## src/rtl/signed_seq_divider_pkg.sv

```systemverilog
// Shared definitions for the signed sequential divider: FSM state encoding,
// default operand width and step-counter sizing.
package signed_seq_divider_pkg;

  typedef enum logic [1:0] {
    S_IDLE = 2'd0,
    S_RUN  = 2'd1,
    S_FIX  = 2'd2
  } div_state_e;

  localparam int unsigned DIV_WIDTH_DEFAULT = 32;

  function automatic int unsigned cnt_width(input int unsigned width);
    return $clog2(width + 1);
  endfunction

endpackage

```

## src/rtl/signed_seq_divider_div_step.sv

```systemverilog
// One combinational restoring-division step: shift the next dividend bit into
// the partial remainder, trial-subtract the divisor, emit the quotient bit.
module signed_seq_divider_div_step #(
  parameter int WIDTH = 32
) (
  input  logic [WIDTH-1:0] i_rem,
  input  logic [WIDTH-1:0] i_quo,
  input  logic [WIDTH-1:0] i_div,
  output logic [WIDTH-1:0] o_rem,
  output logic [WIDTH-1:0] o_quo
);

  logic [WIDTH:0] w_shift;
  logic [WIDTH:0] w_diff;
  logic           w_ge;

  // The incoming remainder is always below |B| <= 2^(WIDTH-1), so the shifted
  // value fits in WIDTH bits and bit WIDTH of the difference is the borrow.
  assign w_shift = {i_rem, i_quo[WIDTH-1]};
  assign w_diff  = w_shift - {1'b0, i_div};
  assign w_ge    = ~w_diff[WIDTH];

  assign o_rem = w_ge ? w_diff[WIDTH-1:0] : w_shift[WIDTH-1:0];
  assign o_quo = {i_quo[WIDTH-2:0], w_ge};

endmodule

```

## src/rtl/signed_seq_divider.sv

```systemverilog
// Multi-cycle signed restoring divider: one quotient bit per clock, quotient
// truncated toward zero, remainder carries the dividend's sign.
module signed_seq_divider
  import signed_seq_divider_pkg::*;
#(
  parameter int WIDTH = DIV_WIDTH_DEFAULT
) (
  input  logic             clock,
  input  logic             reset_n,
  input  logic             ctrl_DIV,
  input  logic [WIDTH-1:0] data_operandA,
  input  logic [WIDTH-1:0] data_operandB,
  output logic [WIDTH-1:0] data_result,
  output logic [WIDTH-1:0] data_remainder,
  output logic             data_exception,
  output logic             data_resultRDY,
  output logic             busy
);

  localparam int unsigned      CW       = cnt_width(WIDTH);
  localparam logic [CW-1:0]    CNT_LAST = CW'(WIDTH - 1);
  localparam logic [CW-1:0]    CNT_ONE  = CW'(1);
  localparam logic [WIDTH-1:0] ONE      = WIDTH'(1);
  localparam logic [WIDTH-1:0] MIN      = {1'b1, {(WIDTH-1){1'b0}}};

  div_state_e       r_state;
  div_state_e       w_state_nxt;
  logic [CW-1:0]    r_cnt;
  logic [WIDTH-1:0] r_rem;
  logic [WIDTH-1:0] r_quo;
  logic [WIDTH-1:0] r_div;
  logic             r_sign_a;
  logic             r_sign_b;
  logic             r_exc;
  logic [WIDTH-1:0] r_result;
  logic [WIDTH-1:0] r_remainder;
  logic             r_exception;
  logic             r_rdy;
  logic             r_busy;

  logic             w_start;
  logic             w_b_zero;
  logic             w_ovf;
  logic [WIDTH-1:0] w_rem_nxt;
  logic [WIDTH-1:0] w_quo_nxt;
  logic [WIDTH-1:0] w_mag_a;
  logic [WIDTH-1:0] w_mag_b;

  // |MIN| wraps to MIN, which read as unsigned is exactly 2^(WIDTH-1).
  assign w_mag_a  = data_operandA[WIDTH-1] ? (~data_operandA + ONE) : data_operandA;
  assign w_mag_b  = data_operandB[WIDTH-1] ? (~data_operandB + ONE) : data_operandB;
  assign w_b_zero = (data_operandB == '0);
  assign w_ovf    = (data_operandA == MIN) && (data_operandB == '1);

  signed_seq_divider_div_step #(.WIDTH(WIDTH)) u_step (
    .i_rem (r_rem),
    .i_quo (r_quo),
    .i_div (r_div),
    .o_rem (w_rem_nxt),
    .o_quo (w_quo_nxt)
  );

  always_ff @(posedge clock or negedge reset_n) begin
    if (!reset_n) r_state <= S_IDLE;
    else          r_state <= w_state_nxt;
  end

  always_comb begin
    w_state_nxt = r_state;
    w_start     = 1'b0;
    case (r_state)
      S_IDLE: begin
        if (ctrl_DIV) begin
          w_start     = 1'b1;
          w_state_nxt = w_b_zero ? S_FIX : S_RUN;
        end
      end
      S_RUN:   if (r_cnt == CNT_LAST) w_state_nxt = S_FIX;
      S_FIX:   w_state_nxt = S_IDLE;
      default: w_state_nxt = S_IDLE;
    endcase
  end

  always_ff @(posedge clock or negedge reset_n) begin
    if (!reset_n) begin
      r_cnt       <= '0;
      r_rem       <= '0;
      r_quo       <= '0;
      r_div       <= '0;
      r_sign_a    <= 1'b0;
      r_sign_b    <= 1'b0;
      r_exc       <= 1'b0;
      r_result    <= '0;
      r_remainder <= '0;
      r_exception <= 1'b0;
      r_rdy       <= 1'b0;
      r_busy      <= 1'b0;
    end else begin
      r_rdy <= 1'b0;
      case (r_state)
        S_IDLE: begin
          if (w_start) begin
            r_busy   <= 1'b1;
            r_cnt    <= '0;
            r_sign_a <= data_operandA[WIDTH-1];
            r_sign_b <= data_operandB[WIDTH-1];
            r_div    <= w_mag_b;
            r_exc    <= w_b_zero | w_ovf;
            // Divide-by-zero preloads |A| as the remainder so the common
            // sign fix-up reproduces A and a zero quotient.
            if (w_b_zero) begin
              r_rem <= w_mag_a;
              r_quo <= '0;
            end else begin
              r_rem <= '0;
              r_quo <= w_mag_a;
            end
          end
        end
        S_RUN: begin
          r_rem <= w_rem_nxt;
          r_quo <= w_quo_nxt;
          r_cnt <= r_cnt + CNT_ONE;
        end
        S_FIX: begin
          r_result    <= (r_sign_a ^ r_sign_b) ? (~r_quo + ONE) : r_quo;
          r_remainder <= r_sign_a ? (~r_rem + ONE) : r_rem;
          r_exception <= r_exc;
          r_rdy       <= 1'b1;
          r_busy      <= 1'b0;
        end
        default: ;
      endcase
    end
  end

  assign data_result    = r_result;
  assign data_remainder = r_remainder;
  assign data_exception = r_exception;
  assign data_resultRDY = r_rdy;
  assign busy           = r_busy;

endmodule

```

## config.mk

```make
export PLATFORM = sky130hd
export DESIGN_NAME = signed_seq_divider
export DESIGN_NICKNAME = d
export VERILOG_FILES = /design/src/rtl/signed_seq_divider_pkg.sv /design/src/rtl/signed_seq_divider_div_step.sv /design/src/rtl/signed_seq_divider.sv
export SDC_FILE = /design/constraint.sdc
export NUM_CORES = 1
export LEC_CHECK = 0
export ABC_AREA = 0
export CAP_MARGIN = 20
export CORE_UTILIZATION = 50
export CTS_BUF_LIST = sky130_fd_sc_hd__clkbuf_2
export CTS_CLUSTER_DIAMETER = 100
export DETAILED_ROUTE_END_ITERATION = 10
export GPL_TIMING_DRIVEN = 1
export PLACE_DENSITY = 0.81
export SYNTH_ARGS = -nofsm -noshare
export SYNTH_HDL_FRONTEND = slang
export SYNTH_HIERARCHICAL = 1
export SYNTH_SLANG_ARGS = --single-unit
```

## constraint.sdc

```tcl
create_clock -name clock -period 4.1 [get_ports clock]
set_clock_uncertainty 0.2 [all_clocks]
set_input_delay 0.615 -clock clock [delete_from_list [all_inputs] [get_ports clock]]
set_output_delay 0.615 -clock clock [all_outputs]
set_load 0.1 [all_outputs]
```

* Yosys cells after proc, flatten, opt, wreduce, memory -nomap -nowiden
Cells that the tools add are included.
** Operators by class
- Bitwise operators :: 7
- Add/sub/neg operators :: 6
- Equality and inequality tests :: 8
- Multiplexer cells :: 22
- Reduce and logical (&&, ||, !) cells :: 9
** Operator list (number)
- two-way mux 32 bit :: 9
- adder 32 x 1 -> 32 bit, second input constant :: 4
- inverter 32 bit :: 4
- case mux 32 bit (2 select lines) :: 2
- equality test 32 bit, second input constant :: 2
- subtractor 33 x 32 -> 33 bit :: 1
- zero test 32 bit :: 1
- case mux 6 bit (2 select lines) :: 1
- AND reduction 2 bit :: 4
- adder 6 x 1 -> 6 bit, second input constant :: 1
- equality test 6 x 5 -> 1 bit, second input constant :: 1
- two-way mux 2 bit :: 3
- two-way mux 6 bit :: 1
- inequality test 2 bit, second input constant :: 3
- two-way mux 1 bit :: 4
- case mux 2 bit (2 select lines) :: 1
- nonzero test 2 bit :: 2
- equality test 2 x 1 -> 1 bit, second input constant :: 1
- equality test 2 bit, second input constant :: 1
- zero test 2 bit :: 1
- case mux 1 bit (2 select lines) :: 1
- logical AND 1 bit :: 1
- inverter 1 bit :: 1
- bitwise OR 1 bit :: 1
- bitwise XOR 1 bit :: 1
** Word-level totals
- Input bits :: 67
- Register bits :: 174
- Logic and storage cells :: 65

* Logic depth before layout (Yosys ltp)
Gate-level depths: netlist (run 1).
- Depth in word-level cells :: 6
- Mapped depth :: 17
- Gate-level depth less buffers :: 15

* Cells and area by module
The synthesis (run 1) kept the hierarchy.
** By module, submodules not included
- signed_seq_divider :: seq. area each 4354.2 µm², area each 9375.2 µm², cells an instance 1012, times used 1
- signed_seq_divider_div_step :: seq. area each 0.0 µm², area each 2598.7 µm², cells an instance 337, times used 1

* Worst setup path after synthesis (run 1)
No wires, ideal clock.
- Kind :: reg2reg
- From :: reg r_quo[31]
- To :: reg r_rem[10]
- Clock period less this slack :: 3.710 ns
- Cell stages (with the launch flop) :: 18
- Required time :: 3.770 ns
- Setup slack :: 0.390 ns
- Data arrival time :: 3.380 ns
- Path through :: dfrtp_1 -> inv_1 -> ha_1 -> fa_1 -> and2b_1 -> o2111ai_2 -> a21oi_2 -> o2111ai_1 -> a211oi_2 -> nor2_4 -> mux2i_4 -> and2_4 -> buf_12 -> inv_8 -> buf_12 -> mux2_4 -> a22oi_1 -> o21ai_0
** On the way
- Word-level cells in the longest chain between the ends :: 3
** RTL lines
- start, declared :: line signed_seq_divider.sv:30 : logic [WIDTH-1:0] r_quo;
- start signal, assigned :: line signed_seq_divider.sv:116 : r_quo <= w_mag_a;
- start signal, assigned :: line signed_seq_divider.sv:122 : r_quo <= w_quo_nxt;
- subtractor 33 x 32 -> 33 bit :: line signed_seq_divider_div_step.sv:20 : assign w_diff = w_shift - {1'b0, i_div};
- two-way mux 32 bit :: line signed_seq_divider_div_step.sv:23 : assign o_rem = w_ge ? w_diff[WIDTH-1:0] : w_shift[WIDTH-1:0];
- named net w_rem_nxt[10] :: line signed_seq_divider.sv:44 : logic [WIDTH-1:0] w_rem_nxt;
- case mux 32 bit (2 select lines) :: line signed_seq_divider.sv:100 : case (r_state)
- end signal, assigned :: line signed_seq_divider.sv:112 : r_rem <= w_mag_a;
- end signal, assigned :: line signed_seq_divider.sv:121 : r_rem <= w_rem_nxt;
- end, declared :: line signed_seq_divider.sv:29 : logic [WIDTH-1:0] r_rem;
The timed path passes the listed nets, and every way through them passes these cells.
A chain may end at the register's enable or synchronous reset.

* Final worst setup path (run 1)
- From :: reg r_rem[18]
- To :: reg r_rem[10]
** On the way
- Word-level cells in the longest chain between the ends :: 3
** RTL lines (line)
- subtractor 33 x 32 -> 33 bit :: signed_seq_divider_div_step.sv:20
- two-way mux 32 bit :: signed_seq_divider_div_step.sv:23
- named net w_rem_nxt[10] :: signed_seq_divider.sv:44
- case mux 32 bit (2 select lines) :: signed_seq_divider.sv:100
The timed path passes the listed nets, and every way through them passes these cells.

==> summary.md, run 1 <==
| Metric | Value |
|---|---|
| Status | `finished, final reports clean` |
| Critical path buffers and inverters | `1` |
| Layout net count | `1,541` |
| Worst Path Class, Setup | `register to register` |
| DRC Markers | `0` |
| Core box area | `23,500 sq um` |
| Met3 Use GR | `0.0282` |
| Least-Margin Pin Slew | `1.08 ns` |
| Met1 usage | `0.384` |
| Area contributors post-synth | `dfrtp_1 (36%), xor2_1 (8.2%), o21ai_0 (7.0%)` |
| Final Wtd Congestion | `0.963` |
| Fill count | `2,102` |
| WL/cell | `18.4 microns` |
| Synth area leader | `dfrtp_1` |
| Final Slew Violations | `0` |
| Ys flop type | `dfrtp_1` |
| Required @ worst endpoint | `4.56 ns` |
| Layout Area Growth over Synthesis | `14.4%` |
| CP max stage cell | `dfrtp_1` |
| CP Capture Type | `register` |
| Ys async rst share | `1.00` |
| Unique masters post-synth | `80` |
| Grt total ovfl | `0` |
| Starting Density | `0.510` |
| Crit path launch type | `register` |
| Yosys warns | `6` |
| Final hold vios | `0` |
| Total GRT Usage | `0.271` |
| Die Area | `24,600 sq um` |
| Area after DPL | `13,400 sq um` |
| Row cnt | `56` |
| Commonest non-fill, non-tap cell in the layout | `dfrtp_1` |
| Synth Area per Inst | `8.88 sq um` |
| Critical path cell sequence | `ha_1 > and3_2 > and3_1 > a221o_1 > a21oi_4 > a211oi_2 > nor2_4 > mux2i_4 > and2_4 > clkinv_8 > mux2_4 > a22oi_1 > o21ai_0` |
| Final setup vio count | `0` |
| Period minus WS final | `3.89 ns` |
| TritonCTS Buffers | `17` |
| Clock slew seen by the registers of the worst setup and hold paths | `0.29 ns` |
| Post-DP HPWL | `24.8 mm` |
| Gr busiest metal | `met2` |
| Cells after Synth | `1,349` |
| DRT iter0 DRCs | `1,142` |
| Setup_tns | `0 ns` |
| Share of layout cells above drive strength 1 | `0.0836` |
| Die height | `157 microns` |
| Post-Syn Nets | `1,455` |
| Die width | `157 microns` |
| PD cells | `902 nW/um^2` |
| Max frequency | `0.257 GHz` |
| Post-synthesis sequential area ratio | `0.364` |
| Commonest non-fill, non-tap cells in the layout | `dfrtp_1 (171), o21ai_0 (168), nand2_1 (159)` |
| Max transition margin | `0.270` |
| CP max stage delay | `0.52 ns` |
| Finished Cell Area | `13,700 sq um` |
| Root Driver | `clkbuf_2` |
| First-pass GRT wire length | `52.0 mm` |
| Post-synth top area share | `0.364` |
| Initial antenna violation count | `1` |
| 1st-pass router iterations | `6` |
| TritonCTS clock tree | `yes` |
| Worst-skew pair later-pin latency | `0.79 ns` |
| Synth Register Bits | `174` |
| Finished Core Util | `0.584` |
| Worst hold-check path type | `primary input to async pin` |
| Crit share post-route | `0.949` |
| Input/output buffers | `133` |
| Pin count of the biggest net entering global routing | `101` |
| CTS HTree Levels | `4` |
| GRT met2 Usage | `0.420` |
| Io pins | `134` |
| Crit path max fanout | `24` |
| CTS Buffer Depth | `2` |
| Post-synth EDFFs | `0` |
| WHS | `0.225 ns` |
| CP Data Arrival Time | `4.35 ns` |
| CTS sink cnt | `174` |
| Post-DRT Antenna Nets | `0` |
| Leak pwr | `0.00572 uW` |
| Vias | `10,700` |
| Vias in the first global route | `9,894` |
| Max-cap viol count | `0` |
| Delay-heaviest family, CP | `simple AND/OR/NAND/NOR gates` |
| DRT Wirelength | `32.5 mm` |
| Worst vdd ir | `0.000367 V` |
| RSZ-0062 raised after global routing | `no` |
| Post-synthesis instance area | `12,000 sq um` |
| DR vias/cell | `6.07` |
==> repair_timing <==
item | CTS | global route
hold buffers | 1 | 0
setup buffers | 0 | 2
gates resized for setup | 0 | 5
setup endpoints to repair | 0 | 10
endpoints found under the hold margin | 97 | 0
==> per-stage QoR <==
stage	cells	worst slack [ns]	total power, uW
floorplan	1349	0.390	9570
global placement	1732	0.277	10800
finish	1768	0.207	12400
detailed placement	1732	0.198	11000
CTS	1765	0.105	12200
global route	1768	0.0192	13200
==> routing by layer <==
metal,share of wire,wire length (microns)
met5,0,0
met4,0.036,1170
met3,0.064,2090
met2,0.45,14600
met1,0.45,14700
==> logic make-up (layout without fill, tap and decap cells) <==
kind of cell    Yosys count  after routing  synth area share
mux                      28             28            0.0328
other cells               0              1                 0
fa+ha+maj                39             39            0.0414
xor+xnor                144            144             0.105
simple gates            373            373             0.158
buf+inv                 147            246            0.0660
flops                   174            174             0.364
compound gates          444            444             0.233
==> cell type report <==
class	count	area (sq um)	share of cell area
inverter	49	196	0.0143
clock buffer	17	85.1	0.00621
multi-input combinational	1028	6860	0.501
clock inverter	15	220	0.0161
tap	319	399	0.0291
timing repair buffer	165	1580	0.115
sequential	174	4360	0.318
antenna	1	2.50	0.000183
==> power by group <==
| group | switching [uW] | internal, uW |
|---|---|---|
| Sequential | 786 | 2330 |
| Clock | 677 | 428 |
| Combinational | 4540 | 3590 |
| Total | 6000 | 6350 |
==> synth_stat cells (all sizes together) (3+ instances only) <==
cell     count
a21oi       35
and3         6
buf         45
nand2b       9
nand2      160
a41oi        4
a211oi       4
or4         18
nor2b        7
or2          5
nor3b        3
dfrtp      174
mux2        23
nor3        25
or2b         3
nand4       22
a31oi       11
o21a         8
nor4        19
o2111ai      5
nand3       30
a22oi       64
o41ai       21
a21o        19
xor2       112
ha          38
o31ai       44
inv         47
o21ai      208
or3         18
o21bai       5
mux2i        5
xnor2       32
nor2        38
clkbuf      51
==> state kept, by name, indices dropped and copies added, names as in the netlist, 2 cells and up <==
register / count
r_quo: 32
data_result: 32
r_state: 2
r_cnt: 6
data_remainder: 32
r_rem: 32
r_div: 32
==> path summary, 6_finish.rpt <==
kind                                  startpoint                              to  slack, ns  cells past startpoint
min                                      reset_n      data_result[2]$_DFFE_PN0P_       0.23                      2
max                        r_rem[18]$_DFFE_PN0P_           r_rem[10]$_DFFE_PN0P_       0.21                     13
min in group clock          r_cnt[5]$_DFFE_PN0P_            r_cnt[5]$_DFFE_PN0P_       0.31                      1
min reg2reg                 r_cnt[5]$_DFFE_PN0P_            r_cnt[5]$_DFFE_PN0P_       0.31                      1
max in group asynchronous                reset_n  data_remainder[17]$_DFFE_PN0P_       2.49                      3
max reg2reg                r_rem[18]$_DFFE_PN0P_           r_rem[10]$_DFFE_PN0P_       0.21                     13
==> worst register-to-register path, delay by kind of cell, from the launching register on <==
| family | cells | cell delay, ns |
|---|---|---|
| AO/OA/AOI/OAI | 5 | 0.92 |
| adder cells (fa/ha/maj) | 1 | 0.43 |
| AND/OR/NAND/NOR | 4 | 0.93 |
| flip-flops | 1 | 0.52 |
| buffers and inverters | 1 | 0.18 |
| multiplexers | 2 | 0.60 |
Note: power is estimated with default switching activity, not from simulation.
==> run 2, diff against run 1 <==
--- a/config.mk
+++ b/config.mk
@@ -6,13 +6,14 @@
 export NUM_CORES = 1
 export LEC_CHECK = 0
 export ABC_AREA = 0
-export CAP_MARGIN = 20
+export CAP_MARGIN = 0
 export CORE_UTILIZATION = 50
 export CTS_BUF_LIST = sky130_fd_sc_hd__clkbuf_2
 export CTS_CLUSTER_DIAMETER = 100
 export DETAILED_ROUTE_END_ITERATION = 10
 export GPL_TIMING_DRIVEN = 1
 export PLACE_DENSITY = 0.81
+export SLEW_MARGIN = 25
 export SYNTH_ARGS = -nofsm -noshare
 export SYNTH_HDL_FRONTEND = slang
 export SYNTH_HIERARCHICAL = 1
==> run 2 against run 1 <==
  * Clock-buffer cell count stayed put
  * Critical endpoint unchanged
  * Register-to-register slack about the same
  * Flip-flop and latch count unchanged
  * Final area hardly changed
  * Utilization is essentially flat
  * Clock power about the same
  * Hold slack worse by 0.0051 ns
  * Largest cell class unchanged
  * Die area is the same
  * Highest routed layer unchanged
  * Sequential power about the same
  * Total power is essentially flat
  * Sequential share of layout area about the same
==> summary.md, run 2 (synthesis results as in run 1) <==
| Metric | Value |
|---|---|
| TritonCTS clock tree | `yes` |
| CTS HTree Levels | `4 (unchanged)` |
| First-pass GRT wire length | `52.0 mm (unchanged)` |
| Total GRT Usage | `0.271 (unchanged)` |
| DRC Markers | `0 (unchanged)` |
| Worst hold-check path type | `primary input to async pin` |
| Commonest non-fill, non-tap cell in the layout | `dfrtp_1` |
| Reg2Reg Launch Point | `r_quo[31]$_DFFE_PN0P_` |
| CP Data Arrival Time | `4.35 ns (about the same)` |
| CTS Buffer Depth | `2 (unchanged)` |
| Commonest non-fill, non-tap cells in the layout | `dfrtp_1 (171), o21ai_0 (168), nand2_1 (159)` |
| 1st-pass router iterations | `7 (+1)` |
| Worst-skew pair later-pin latency | `0.78 ns (about the same)` |
| Crit path launch type | `register` |
| Finished Core Util | `0.584 (about the same)` |
| Final setup vio count | `0 (unchanged)` |
| Area of the multi-input gates | `6870 sq um (about the same)` |
| WL/cell | `18.4 microns (about the same)` |
| Period minus WS final | `3.89 ns (+0.00121 ns)` |
| Required @ worst endpoint | `4.56 ns (about the same)` |
| Overall power | `12,400 uW (about the same)` |
| Die Area | `24,600 sq um (unchanged)` |
| PnR worst setup slack | `0.206 ns (-0.00121 ns)` |
| Worst vdd ir | `0.000370 V (+0.77%)` |
| Pre-CTS WS | `0.198 ns (unchanged)` |
| Max-cap viol count | `0 (unchanged)` |
| Final Slew Violations | `0 (unchanged)` |
| Core box area | `23,500 sq um (unchanged)` |
| Max transition margin | `0.339 (+0.0689)` |
| Share of layout cells above drive strength 1 | `0.0843 (+0.000691)` |
| DRT Wirelength | `32.5 mm (about the same)` |
| Layout Area Growth over Synthesis | `14.5% (about the same)` |
| Initial antenna violation count | `1 (unchanged)` |
| RSZ-0062 raised after global routing | `no` |
| Row cnt | `56 (unchanged)` |
| Vias in the first global route | `9,894 (unchanged)` |
| Root Driver | `clkbuf_2` |
| Vias | `10,800 (+0.48%)` |
| Starting Density | `0.510 (unchanged)` |
| Crit path max fanout | `24 (unchanged)` |
| Post-DRT Antenna Nets | `0 (unchanged)` |
| Pin count of the biggest net entering global routing | `101 (unchanged)` |
| Sequential Area | `4360 sq um (unchanged)` |
| DR vias/cell | `6.10 (+0.48%)` |
| Fill count | `2,101 (-0.048%)` |
| Worst setup path start | `r_quo[31]$_DFFE_PN0P_` |
| PD cells | `902 nW/um^2 (about the same)` |
| Final Wtd Congestion | `0.963 (unchanged)` |
| Setup_tns | `0 ns (unchanged)` |
| Status | `finished, final reports clean` |
| Clock slew seen by the registers of the worst setup and hold paths | `0.29 ns (about the same)` |
| Crit share post-route | `0.950 (about the same)` |
| Final hold vios | `0 (unchanged)` |
| Max frequency | `0.257 GHz (about the same)` |
| Die height | `157 microns (unchanged)` |
| Leak pwr | `0.00572 uW (about the same)` |
| Post-DP HPWL | `24.8 mm (unchanged)` |
| CTS sink cnt | `174 (unchanged)` |
| Worst Path Class, Setup | `register to register` |
| DRT iter0 DRCs | `1,102 (-3.5%)` |
| Io pins | `134 (unchanged)` |
| Layout net count | `1,541 (unchanged)` |
| Die width | `157 microns (unchanged)` |
| CP Capture Type | `register` |
| Grt total ovfl | `0 (unchanged)` |
| TritonCTS Buffers | `17 (unchanged)` |
| Input/output buffers | `133 (unchanged)` |
| Least-Margin Pin Slew | `0.988 ns (-0.0964 ns)` |
run 2: cell counts in the layout (fill, tap and decap cells not counted):
No cell type changed its count.
run 2: what timing repair did:
item | in CTS | in global routing
gates resized for setup | 0 | 5
hold buffers | 1 | 0
setup buffers | 0 | 2
setup endpoints to repair | 0 | 10
hold endpoints to repair | 97 | 0
run 2: path summary, 6_finish.rpt:
| check | endpoint | depth (start not counted) | slack [ns] |
|---|---|---|---|
| setup / recovery | r_rem[10]$_DFFE_PN0P_ | 15 | 0.21 |
| hold / removal | data_result[4]$_DFFE_PN0P_ | 2 | 0.22 |
| setup reg to reg | r_rem[10]$_DFFE_PN0P_ | 15 | 0.21 |
| hold reg to reg | r_cnt[5]$_DFFE_PN0P_ | 1 | 0.31 |
| max in group asynchronous | data_remainder[17]$_DFFE_PN0P_ | 3 | 2.48 |
| min in group clock | r_cnt[5]$_DFFE_PN0P_ | 1 | 0.31 |
run 2: report_power, final:
part	total (uW)	internal (uW)	switching, uW
Clock	1100	428	676
Combinational	8140	3590	4540
Sequential	3120	2330	788
Total	12400	6360	6000
run 2: cell type report:
cell class / instances / area share
Inverter: 49 / 0.0143
Timing Repair Buffer: 165 / 0.115
Tap cell: 319 / 0.0291
Clock inverter: 15 / 0.0161
Multi-Input combinational cell: 1028 / 0.501
Antenna cell: 1 / 0.000183
Clock buffer: 17 / 0.00621
Sequential cell: 174 / 0.318
run 2: per-layer routing:
| metal | track usage | wire, microns |
|---|---|---|
| met5 | 0 | 0 |
| met1 | 0.384 | 14600 |
| met2 | 0.420 | 14700 |
| met4 | 0.115 | 1180 |
| met3 | 0.0282 | 2130 |
run 2: metrics by stage:
step | cells | cell area, sq um | hold WS [ns]
2_1_floorplan | 1349 | 12000 | 0.119
3_3_place_gp | 1732 | 13400 | 0.254
3_5_place_dp | 1732 | 13400 | 0.270
4_1_cts | 1765 | 13700 | 0.225
5_1_grt | 1768 | 13700 | 0.274
6_report | 1768 | 13700 | 0.220
run 2: critical path, stage by stage, from the launching register on:
cell	delay (ns)
dfrtp_1	0.44
inv_1	0.06
ha_1	0.22
fa_1	0.40
and2b_1	0.24
o2111ai_2	0.13
a21oi_2	0.21
o2111ai_1	0.23
a211oi_2	0.30
nor2_4	0.10
mux2i_4	0.18
and2_4	0.25
clkinv_8	0.18
mux2_4	0.34
a22oi_1	0.17
o21ai_0	0.12
